File: config.mk
export PLATFORM = sky130hd
export DESIGN_NAME = program_loader
export DESIGN_NICKNAME = d
export VERILOG_FILES = /design/src/rtl/program_loader.sv
export SDC_FILE = /design/constraint.sdc
export NUM_CORES = 1
export LEC_CHECK = 0
export CORE_MARGIN = 8
export CORE_UTILIZATION = 55
export CTS_CLUSTER_SIZE = 40
export DETAILED_ROUTE_END_ITERATION = 12
export PLACE_DENSITY = 0.84
export SLEW_MARGIN = 25
export SYNTH_ARGS = -nofsm -noshare
export SYNTH_HDL_FRONTEND = slang
export SYNTH_SLANG_ARGS = --single-unit
File: constraint.sdc
create_clock -name clk -period 2.8 [get_ports clk]
set_clock_uncertainty 0.2 [all_clocks]
set_input_delay 0.7 -clock clk [delete_from_list [all_inputs] [get_ports clk]]
set_output_delay 0.7 -clock clk [all_outputs]
set_load 0.02 [all_outputs]
File: src/rtl/program_loader.sv
// -----------------------------------------------------------------------------
// program_loader
//   Upstream feeder for the 8-bit CPU. Receives a framed program image
//   (SYNC, LEN, LEN payload bytes, CHK = 8-bit sum of payload) over a
//   valid/ready byte stream and writes the payload into the CPU's 256x8
//   memory. The CPU is held stalled until a frame loads with a good checksum.
//
// Ports
//   clk         in   system clock, rising edge
//   reset       in   asynchronous, active-low reset
//   start       in   1-cycle pulse: arm the loader for a new frame
//   in_data     in   [7:0] stream byte
//   in_valid    in   in_data valid
//   in_ready    out  loader can accept a byte (registered)
//   mem_we      out  memory write strobe, one pulse per payload byte
//   mem_addr    out  [7:0] memory write address
//   mem_wdata   out  [7:0] memory write data
//   cpu_hold    out  1 = CPU must stall; 0 only after a good load
//   load_done   out  last frame loaded with matching checksum
//   load_error  out  last frame failed (LEN=0, bad CHK, timeout)
//   byte_count  out  [7:0] payload bytes written in current/last frame
// -----------------------------------------------------------------------------
module program_loader #(
  parameter logic [7:0]  BASE_ADDR      = 8'h00,
  parameter logic [7:0]  SYNC_BYTE      = 8'hA5,
  parameter int unsigned TIMEOUT_CYCLES = 1024
) (
  input  logic       clk,
  input  logic       reset,
  input  logic       start,
  input  logic [7:0] in_data,
  input  logic       in_valid,
  output logic       in_ready,
  output logic       mem_we,
  output logic [7:0] mem_addr,
  output logic [7:0] mem_wdata,
  output logic       cpu_hold,
  output logic       load_done,
  output logic       load_error,
  output logic [7:0] byte_count
);

  localparam int unsigned TW        = $clog2(TIMEOUT_CYCLES + 1);
  localparam logic [TW-1:0] TMO_LIMIT = TW'(TIMEOUT_CYCLES);
  localparam logic [TW-1:0] TMO_ONE   = {{(TW-1){1'b0}}, 1'b1};

  typedef enum logic [2:0] {
    ST_IDLE = 3'd0,
    ST_SYNC = 3'd1,
    ST_LEN  = 3'd2,
    ST_DATA = 3'd3,
    ST_CHK  = 3'd4,
    ST_DONE = 3'd5,
    ST_ERR  = 3'd6
  } state_e;

  // Running modulo-256 payload checksum.
  function automatic logic [7:0] sum8(input logic [7:0] acc, input logic [7:0] b);
    return acc + b;
  endfunction

  state_e        state_q, state_d;
  logic [7:0]    len_q, len_d;
  logic [7:0]    sum_q, sum_d;
  logic [TW-1:0] tmo_q, tmo_d;
  logic [7:0]    byte_count_q, byte_count_d;
  logic          mem_we_q, mem_we_d;
  logic [7:0]    mem_addr_q, mem_addr_d;
  logic [7:0]    mem_wdata_q, mem_wdata_d;
  logic          in_ready_q, in_ready_d;
  logic          cpu_hold_q, cpu_hold_d;
  logic          load_done_q, load_done_d;
  logic          load_error_q, load_error_d;

  logic          accept_s;
  logic          timeout_s;

  assign accept_s  = in_valid && in_ready_q;
  assign timeout_s = (tmo_q == TMO_LIMIT);

  // Next-state, datapath and next-output logic.
  always_comb begin
    state_d      = state_q;
    len_d        = len_q;
    sum_d        = sum_q;
    tmo_d        = tmo_q;
    byte_count_d = byte_count_q;
    mem_we_d     = 1'b0;
    mem_addr_d   = mem_addr_q;
    mem_wdata_d  = mem_wdata_q;

    case (state_q)
      ST_IDLE, ST_DONE, ST_ERR: begin
        if (start) begin
          state_d      = ST_SYNC;
          byte_count_d = 8'd0;
          sum_d        = 8'd0;
          tmo_d        = '0;
        end else begin
          state_d = state_q;
        end
      end

      ST_SYNC: begin
        // No timeout while hunting for SYNC; the counter is held clear so
        // LEN always starts from zero.
        tmo_d = '0;
        if (accept_s && (in_data == SYNC_BYTE)) begin
          state_d = ST_LEN;
        end else begin
          state_d = ST_SYNC;
        end
      end

      ST_LEN: begin
        if (accept_s) begin
          tmo_d = '0;
          if (in_data == 8'd0) begin
            state_d = ST_ERR;
          end else begin
            len_d   = in_data;
            state_d = ST_DATA;
          end
        end else if (timeout_s) begin
          state_d = ST_ERR;
        end else begin
          tmo_d = tmo_q + TMO_ONE;
        end
      end

      ST_DATA: begin
        if (accept_s) begin
          tmo_d        = '0;
          mem_we_d     = 1'b1;
          mem_addr_d   = BASE_ADDR + byte_count_q;
          mem_wdata_d  = in_data;
          byte_count_d = byte_count_q + 8'd1;
          sum_d        = sum8(sum_q, in_data);
          if ((byte_count_q + 8'd1) == len_q) begin
            state_d = ST_CHK;
          end else begin
            state_d = ST_DATA;
          end
        end else if (timeout_s) begin
          state_d = ST_ERR;
        end else begin
          tmo_d = tmo_q + TMO_ONE;
        end
      end

      ST_CHK: begin
        if (accept_s) begin
          tmo_d = '0;
          if (in_data == sum_q) begin
            state_d = ST_DONE;
          end else begin
            state_d = ST_ERR;
          end
        end else if (timeout_s) begin
          state_d = ST_ERR;
        end else begin
          tmo_d = tmo_q + TMO_ONE;
        end
      end

      default: begin
        state_d = ST_IDLE;
      end
    endcase

    // Status outputs are decoded from the next state so they register in
    // lockstep with it and have no combinational path to the inputs.
    in_ready_d   = (state_d == ST_SYNC) || (state_d == ST_LEN) ||
                   (state_d == ST_DATA) || (state_d == ST_CHK);
    cpu_hold_d   = (state_d != ST_DONE);
    load_done_d  = (state_d == ST_DONE);
    load_error_d = (state_d == ST_ERR);
  end

  // State, counters and registered outputs.
  always_ff @(posedge clk or negedge reset) begin
    if (!reset) begin
      state_q      <= ST_IDLE;
      len_q        <= 8'd0;
      sum_q        <= 8'd0;
      tmo_q        <= '0;
      byte_count_q <= 8'd0;
      mem_we_q     <= 1'b0;
      mem_addr_q   <= 8'd0;
      mem_wdata_q  <= 8'd0;
      in_ready_q   <= 1'b0;
      cpu_hold_q   <= 1'b1;
      load_done_q  <= 1'b0;
      load_error_q <= 1'b0;
    end else begin
      state_q      <= state_d;
      len_q        <= len_d;
      sum_q        <= sum_d;
      tmo_q        <= tmo_d;
      byte_count_q <= byte_count_d;
      mem_we_q     <= mem_we_d;
      mem_addr_q   <= mem_addr_d;
      mem_wdata_q  <= mem_wdata_d;
      in_ready_q   <= in_ready_d;
      cpu_hold_q   <= cpu_hold_d;
      load_done_q  <= load_done_d;
      load_error_q <= load_error_d;
    end
  end

  assign in_ready   = in_ready_q;
  assign mem_we     = mem_we_q;
  assign mem_addr   = mem_addr_q;
  assign mem_wdata  = mem_wdata_q;
  assign cpu_hold   = cpu_hold_q;
  assign load_done  = load_done_q;
  assign load_error = load_error_q;
  assign byte_count = byte_count_q;

endmodule

Word-level counts from Yosys, hierarchy flattened:

Cells that the tools add are included.

* bits in registers: 59
* bits of input ports: 12
* output and inout bits: 29
* word-level logic and storage cells: 72

* add/subtract/negate cells: 3
* equal/unequal tests: 20
* multiplexer cells: 21
* bitwise operators: 1
* reductions and logical operators: 15

Operators with widths (count)
* 11-bit 2-to-1 mux: 3
* 11-bit case mux with 3 select lines: 1
* 8-bit case mux with 2 select lines: 2
* 8-bit 2-to-1 mux: 3
* 3-bit 2-to-1 mux: 7
* 3-bit equality test (second input constant): 6
* 8-bit equality test: 2
* 3-bit case mux with 5 select lines: 1
* 3-bit by 2-bit equality test with 1-bit output (second input constant): 4
* 11-bit by 1-bit adder with 11-bit output (second input constant): 1
* 11-bit equality test (second input constant): 1
* 3-bit AND reduction: 3
* 8-bit by 1-bit adder with 8-bit output (second input constant): 1
* 8-bit adder: 1
* 8-bit equality test (second input constant): 1
* 8-bit logical NOT: 1
* 3-bit by 1-bit equality test with 1-bit output (second input constant): 2
* 3-bit != test (second input constant): 2
* 3-bit OR reduction: 2
* 2-bit 2-to-1 mux: 2
* 2-bit != test (second input constant): 2
* 3-bit logical NOT: 1
* 1-bit logical OR: 3
* 3-bit nonzero test: 1
* other kinds (5): 7

Depth between registers and ports, before layout:

Gate-level depths: netlist of run 1.

* depth in word-level cells: 9
* gate-level depth with buffers: 9
* gate-level depth less buffers: 8

Worst setup path after synthesis of run 1:

No wires, ideal clock.

* path type: input-to-reg
* start: input in_data[1]
* end: register in_ready_q, in the netlist in_ready
* setup time: 0.119 ns
* data arrival time: 2.280 ns
* data required time: 2.481 ns
* setup slack: 0.201 ns
* stages on the path: 6
* path buffers: 0
* cells stage by stage: or4_4 > o31ai_1 > a21oi_1 > a221o_1 > o31ai_2 > a21bo_1

* cells in the longest elaborated chain, start to end: 8
* elaborated cells between the ends (all ways): 17
* classes of those cells: eq/ne (6); mux (6); reduce/logical (5)

RTL lines
* from (decl): line 31 `input logic [7:0] in_data,`
* 8-bit equality test, or another cell as far along: line 154 `if (in_data == sum_q) begin`
* 2-bit 2-to-1 mux, or another cell as far along: line 154
* 3-bit 2-to-1 mux, or another cell as far along: line 152 `if (accept_s) begin`
* 3-bit case mux with 5 select lines (*): line 92 `case (state_q)`
* 3-bit by 1-bit equality test with 1-bit output or 3-bit by 2-bit equality test with 1-bit output (tied branches): line 173 `in_ready_d = (state_d == ST_SYNC) || (state_d == ST_LEN) ||`
* 1-bit logical OR (2 in series): line 173
* 1-bit logical OR (*): line 174 `(state_d == ST_DATA) || (state_d == ST_CHK);`
* named net in_ready_d: line 70 `logic in_ready_q, in_ready_d;`
* to (signal assigned): line 204 `in_ready_q <= in_ready_d;`
* to (decl): line 70

Mark *: on every way through the listed nets, which the timed path passes. The rest lies on a longest branch.
A chain may end at the register's enable or synchronous reset.

Final worst setup path of run 1:

Ends and elaborated chain as after synthesis.

==> results.toml, run 1 <==
[place]
placed_area_um2 = 3909
hpwl_um = 5846
portBuffers = 40
gp_congestion = 0.8973

[synth]
ys_ff_latch = 59
synthFlopType = "dfrtp_1"
yosys.area_share.simple = 0.2194
synth_nets = 382
seq_area_frac_synth = 0.4537
synth_fa_ha_area_frac = 0.04764
syn_avg_cell_area_um2 = 9.072
muxShareOfSynthArea = 0.03073
ys_warn_count = 0
synth_top_family_by_area = "simple AND/OR/NAND/NOR gates"
synth-async-reset-ratio = 1.000
synth_edf_count = 0
synth-xor-area-share = 0.04572
ys_types = 56
syn-instance-count = 359
syn_area_um2 = 3257
synth-compound-area-share = 0.1637

[timing]
period_share = 1.001
final-hold-violation-count = 0
hold_slack_ps = 87.01
worst_pin_slew_ps = 637.0
setup_violations = 1
timing.fmax_mhz = 356.9
rsz0062_at_grt = "true"
slew_headroom = 0.5738
post-route-min-period_ps = 2802
worst_slack_ps = -1.546
final-max-slew-violation-count = 0

[worst_setup_path]
start_kind = "input pin"
cp.depth = 7
reg2reg_from = "byte_count[0]$_DFFE_PN0P_"
critPathMaxStageDelay_ps = 580
crit_chain = "clkdlybuf4s50_1 -> or4_4 -> o31ai_2 -> a21oi_1 -> a221o_1 -> o31ai_2 -> a21bo_1"
cp_num_buf_inv = 1
cp-end-kind = "flip-flop"
arrival_ps = 2830
crit_family = "compound AO/OA/AOI/OAI gates"
crit_type = "input pin to flip-flop"
cp_slowest_cell = "or4_4"
cp.required_ps = 2830
worstPathMaxFanout = 4
cp_common_cell = "o31ai_2"
worst-r2r-setup-slack_ps = 380
worstRegToRegCells = 7
startpoint = "in_data[1]"

[layout]
final_layout_size_suffix_gt1_frac = 0.1667
register_area_um2 = 1478
n_antenna_cell = 0
nFillCells = 455
final_cell_mix = "nand2_1, dfrtp_1, clkdlybuf4s50_1, buf_4, o21ai_0"
design_area_um2 = 4154
fin_util = 0.7143
areaGrowthSynthToFinish_pct = 27.55
mostFrequentLayoutCell = "nand2_1"
final_nets = 450
multi_input_area_um2 = 1669

[clocking]
clk_latency_ps = 350
cts_buffers = 9
cts_tree = "done"
cts_buffer_depth = 2
htree_levels = 3
clkTransAtPathRegs_ps = 70
clock-sinks = 59
cts_root_buffer = "clkbuf_8"
postCtsHoldBufs = 0

[floorplan]
die_w_um = 92.95
core_area_um2 = 5816
num_rows = 28
start_util = 0.5600
io_pins = 41
die_h_um = 92.95
dieArea_um2 = 8640

[run_status]
status = "complete, but fails checks"
violations = "negative setup slack"

[route]
maxUsedRoutingLayer = "met4"
viasPerCell = 5.738
wl_um = 8141
wl_met1_um = 3471
dr_wl_met3_um = 492
vias = 2909
post_drt_wl_per_cell_um = 16.06
firstDrtPassIters = 5
drc = 0
dr_wl_met2_um = 4053
ant_nets = 0
dr.first_iter.drc_count = 172

[pwr]
power.leakage_nw = 1.945
p_int_mw = 2.241
sw_frac_of_total = 0.3640
irDropWorstVdd_v = 0.0006013
finalPower_mw = 3.524
power.switching_mw = 1.283
power_frac_comb = 0.398
powerDensity_nw_per_um2 = 848.5
p_clk_frac = 0.251
seqPwrFrac = 0.351

[global_routing]
grt_overflow_total = 0
grt_max_degree = 33
track_usage = 0.1953
grt_pass1_vias = 2810
grt_pass1_wl_um = 13410
grt_antenna_before_repair = 0

[hold_path]
holdCritPathClass = "input pin to async pin"

[flow_run]
maxCapViolations = 0
[logic make-up (layout without fill, tap and decap cells)]
family,after synthesis,count (layout)
buffers and inverters,25,98
adder cells (fa/ha/maj),12,12
flip-flops,59,59
multiplexers,9,9
XOR/XNOR,17,17
AO/OA/AOI/OAI,82,82
AND/OR/NAND/NOR,155,155
[per-layer routing]
layer  GRT usage  vias up
met5           0        -
met4     0.07651        0
met3     0.05340       15
met2      0.3201      115
met1      0.2380     1383
li1            -     1396
[final timing paths]
path                                                end
worst max-delay path                 in_ready$_DFF_PN0_
worst min-delay path               tmo_q[7]$_DFFE_PN0P_
worst max register to register     load_error$_DFF_PN0_
worst min register to register  mem_addr[1]$_DFFE_PN0P_
max in group asynchronous            cpu_hold$_DFF_PN1_
min in group clk                mem_addr[1]$_DFFE_PN0P_
[cells in the mapped netlist, types with 5 or more instances]
library cell | number | share of area
dfrtp_1 | 58 | 0.45
nor2_1 | 27 | 0.031
o21ai_0 | 31 | 0.048
ha_1 | 10 | 0.038
o31ai_1 | 9 | 0.021
and3_1 | 9 | 0.017
a21oi_1 | 12 | 0.018
nand2_1 | 77 | 0.089
xnor2_1 | 12 | 0.032
inv_1 | 8 | 0.0092
clkbuf_1 | 10 | 0.012
nor3_1 | 9 | 0.014
xor2_1 | 5 | 0.013
mux2_2 | 8 | 0.028
nand3_1 | 9 | 0.014
[repair_timing]
action	4_1_cts	5_1_grt
gates resized for setup	2	4
setup endpoints to repair	1	3
pin swaps	1	0
buffers inserted	0	0
[through the flow]
step	instances	setup TNS (ps)	setup WS (ps)
2_1_floorplan	359	0	201.3
3_3_place_gp	491	-2372	-335.9
3_5_place_dp	491	-3569	-408.8
4_1_cts	507	0	0.3575
5_1_grt	507	-71.90	-71.90
6_report	507	-1.546	-1.546
[power by group through the flow]
stage                     logic (mW)  clock network (mW)  registers [mW]
final                           1.40               0.885            1.24
after global placement          1.34                   0            1.23
after CTS                       1.39               0.893            1.23
after detailed placement        1.38                   0            1.24
after floorplan                0.849                   0            1.26
after global routing            1.53               0.931            1.26
[sequential cells by signal, summed over array words and instances (netlist names)]
signal and cells:
byte_count 8, load_done 1, sum_q 8, len_q 8, mem_wdata 8, state_q 3
mem_addr 8, tmo_q 11, mem_we 1, in_ready 1, cpu_hold 1, load_error 1
[final cells by class]
type / instances / area share
clock buffer: 10 / 0.03313
clock inverter: 6 / 0.02108
inverter: 10 / 0.009036
multi-input combinational: 275 / 0.4018
sequential: 59 / 0.3557
tap: 75 / 0.02259
timing repair buffer: 72 / 0.1566
Note: power is estimated with default switching activity, not from simulation.
==> inputs of run 2 (changes only) <==
- CAP_MARGIN: unset -> 0
- CELL_PAD_IN_SITES_DETAIL_PLACEMENT: unset -> 0
- CELL_PAD_IN_SITES_GLOBAL_PLACEMENT: unset -> 1
- CORE_UTILIZATION: 55 -> 42
==> results.toml, run 2 (same netlist as run 1, synthesis figures left out) <==
[global_routing]
grt_pass1_wl_um = 13970
grt_pass1_vias = 2918
grt_max_degree = 60
track_usage = 0.1552
grt_antenna_before_repair = 0
grt_overflow_total = 0

[clocking]
clkTransAtPathRegs_ps = 70
cts_root_buffer = "clkbuf_8"
clk_latency_ps = 340
clock-sinks = 59
postCtsHoldBufs = 0
htree_levels = 3
cts_buffer_depth = 2
cts_buffers = 9
cts_tree = "done"
cts_setup_buffers = 0

[worst_setup_path]
reg2reg_from = "tmo_q[3]$_DFFE_PN0P_"
crit_chain = "clkdlybuf4s50_1 -> buf_4 -> ha_4 -> nor3_2 -> nand3_1 -> buf_4 -> a21oi_2 -> nand2_1 -> o31ai_2 -> a21bo_1"
cp_common_cell = "buf_4"
cp.required_ps = 2830
cp-end-kind = "flip-flop"
crit_family = "buffers and inverters"
cp_num_buf_inv = 3
crit_type = "input pin to flip-flop"
arrival_ps = 2790
critPathMaxStageDelay_ps = 490
startpoint = "in_data[2]"
start_kind = "input pin"
cp_slowest_cell = "clkdlybuf4s50_1"
worstPathMaxFanout = 4

[floorplan]
num_rows = 32
start_util = 0.4281
die_w_um = 104.1
core_area_um2 = 7607
dieArea_um2 = 10830
io_pins = 41
die_h_um = 104.1

[route]
vias = 2813
wl_um = 8058
viasPerCell = 5.229
firstDrtPassIters = 4
ant_nets = 0
dr.first_iter.drc_count = 197
drc = 0
post_drt_wl_per_cell_um = 14.98

[layout]
largest_reg_flops = 11
nFillCells = 722
final_layout_size_suffix_gt1_frac = 0.1881
areaGrowthSynthToFinish_pct = 30.62
mostFrequentLayoutCell = "nand2_1"
register_area_um2 = 1478
final_cell_mix = "nand2_1, dfrtp_1, clkdlybuf4s50_1, buf_4, o21ai_0"
multi_input_area_um2 = 1720
n_antenna_cell = 0
top_register = "tmo_q"
layout.cells.non_filler = 538
final_nets = 454

[timing]
post-route-min-period_ps = 2763
period_share = 0.9868
setup_violations = 0
final-max-slew-violation-count = 0
tns_ps = 0
slew_headroom = 0.6061
timing.fmax_mhz = 361.9
worst_pin_slew_ps = 590.8
final-hold-violation-count = 0

[pwr]
finalPower_mw = 3.503
p_clk_frac = 0.226
seqPwrFrac = 0.352
p_int_mw = 2.184
powerDensity_nw_per_um2 = 823.4
irDropWorstVdd_v = 0.0004839
power.leakage_nw = 1.959
power_frac_comb = 0.422
power.switching_mw = 1.319
sw_frac_of_total = 0.3765

[run_status]
status = "finished clean"

[place]
portBuffers = 40
hpwl_um = 5690
gp_congestion = 0.8271
place_inst = 522

[hold_path]
holdCritPathClass = "input pin to async pin"

[flow_run]
maxCapViolations = 0
-- run 2: power groups by stage --
stage	Sequential (mW)	Combinational, mW	Clock [mW]
floorplan	1.26	0.849	0
global placement	1.23	1.40	0
detailed placement	1.24	1.43	0
CTS	1.22	1.44	0.809
global route	1.26	1.64	0.847
finish	1.23	1.48	0.792
-- run 2: cell type report --
| class | count | area share |
|---|---|---|
| sequential | 59 | 0.3474 |
| clock buffer | 9 | 0.02912 |
| timing repair buffer | 76 | 0.1624 |
| clock inverter | 7 | 0.01794 |
| multi-input combinational | 275 | 0.4044 |
| tap | 102 | 0.03000 |
| inverter | 10 | 0.008824 |
-- run 2: routing by layer --
metal,up-vias,global-route usage,part of all wire
met2,56,0.2456,0.46
met1,1334,0.1941,0.48
li1,1413,-,-
met5,-,0,0
met4,0,0.06618,0.013
met3,10,0.04275,0.045
-- run 2: path summary, 6_finish.rpt --
path                       slack (ps)  depth (start not counted)                       to
setup / recovery                   40                         10       in_ready$_DFF_PN0_
hold / removal                    150                          2     tmo_q[3]$_DFFE_PN0P_
setup reg to reg                  330                          6       in_ready$_DFF_PN0_
hold reg to reg                   270                          2  mem_addr[5]$_DFFE_PN0P_
max in group asynchronous        1950                          2       cpu_hold$_DFF_PN1_
min in group clk                  270                          2  mem_addr[5]$_DFFE_PN0P_
-- run 2: metrics by stage --
stage	utilization	worst slack, ps	area, µm²	hold WS (ps)
after floorplan	-	201.3	3257	204.4
after detailed placement	0.5238	-438.8	3985	264.5
after global routing	0.5592	-23.19	4254	172.4
final	0.5592	36.97	4254	152.7
after global placement	0.5238	-349.4	3985	257.8
after CTS	0.5512	7.688	4193	156.3
-- run 2: repair_timing --
action | 4_1_cts | 5_1_grt
endpoints found under the setup margin | 1 | 2
gates resized for setup | 4 | 11
cloned | 0 | 0
pin swaps | 1 | 8
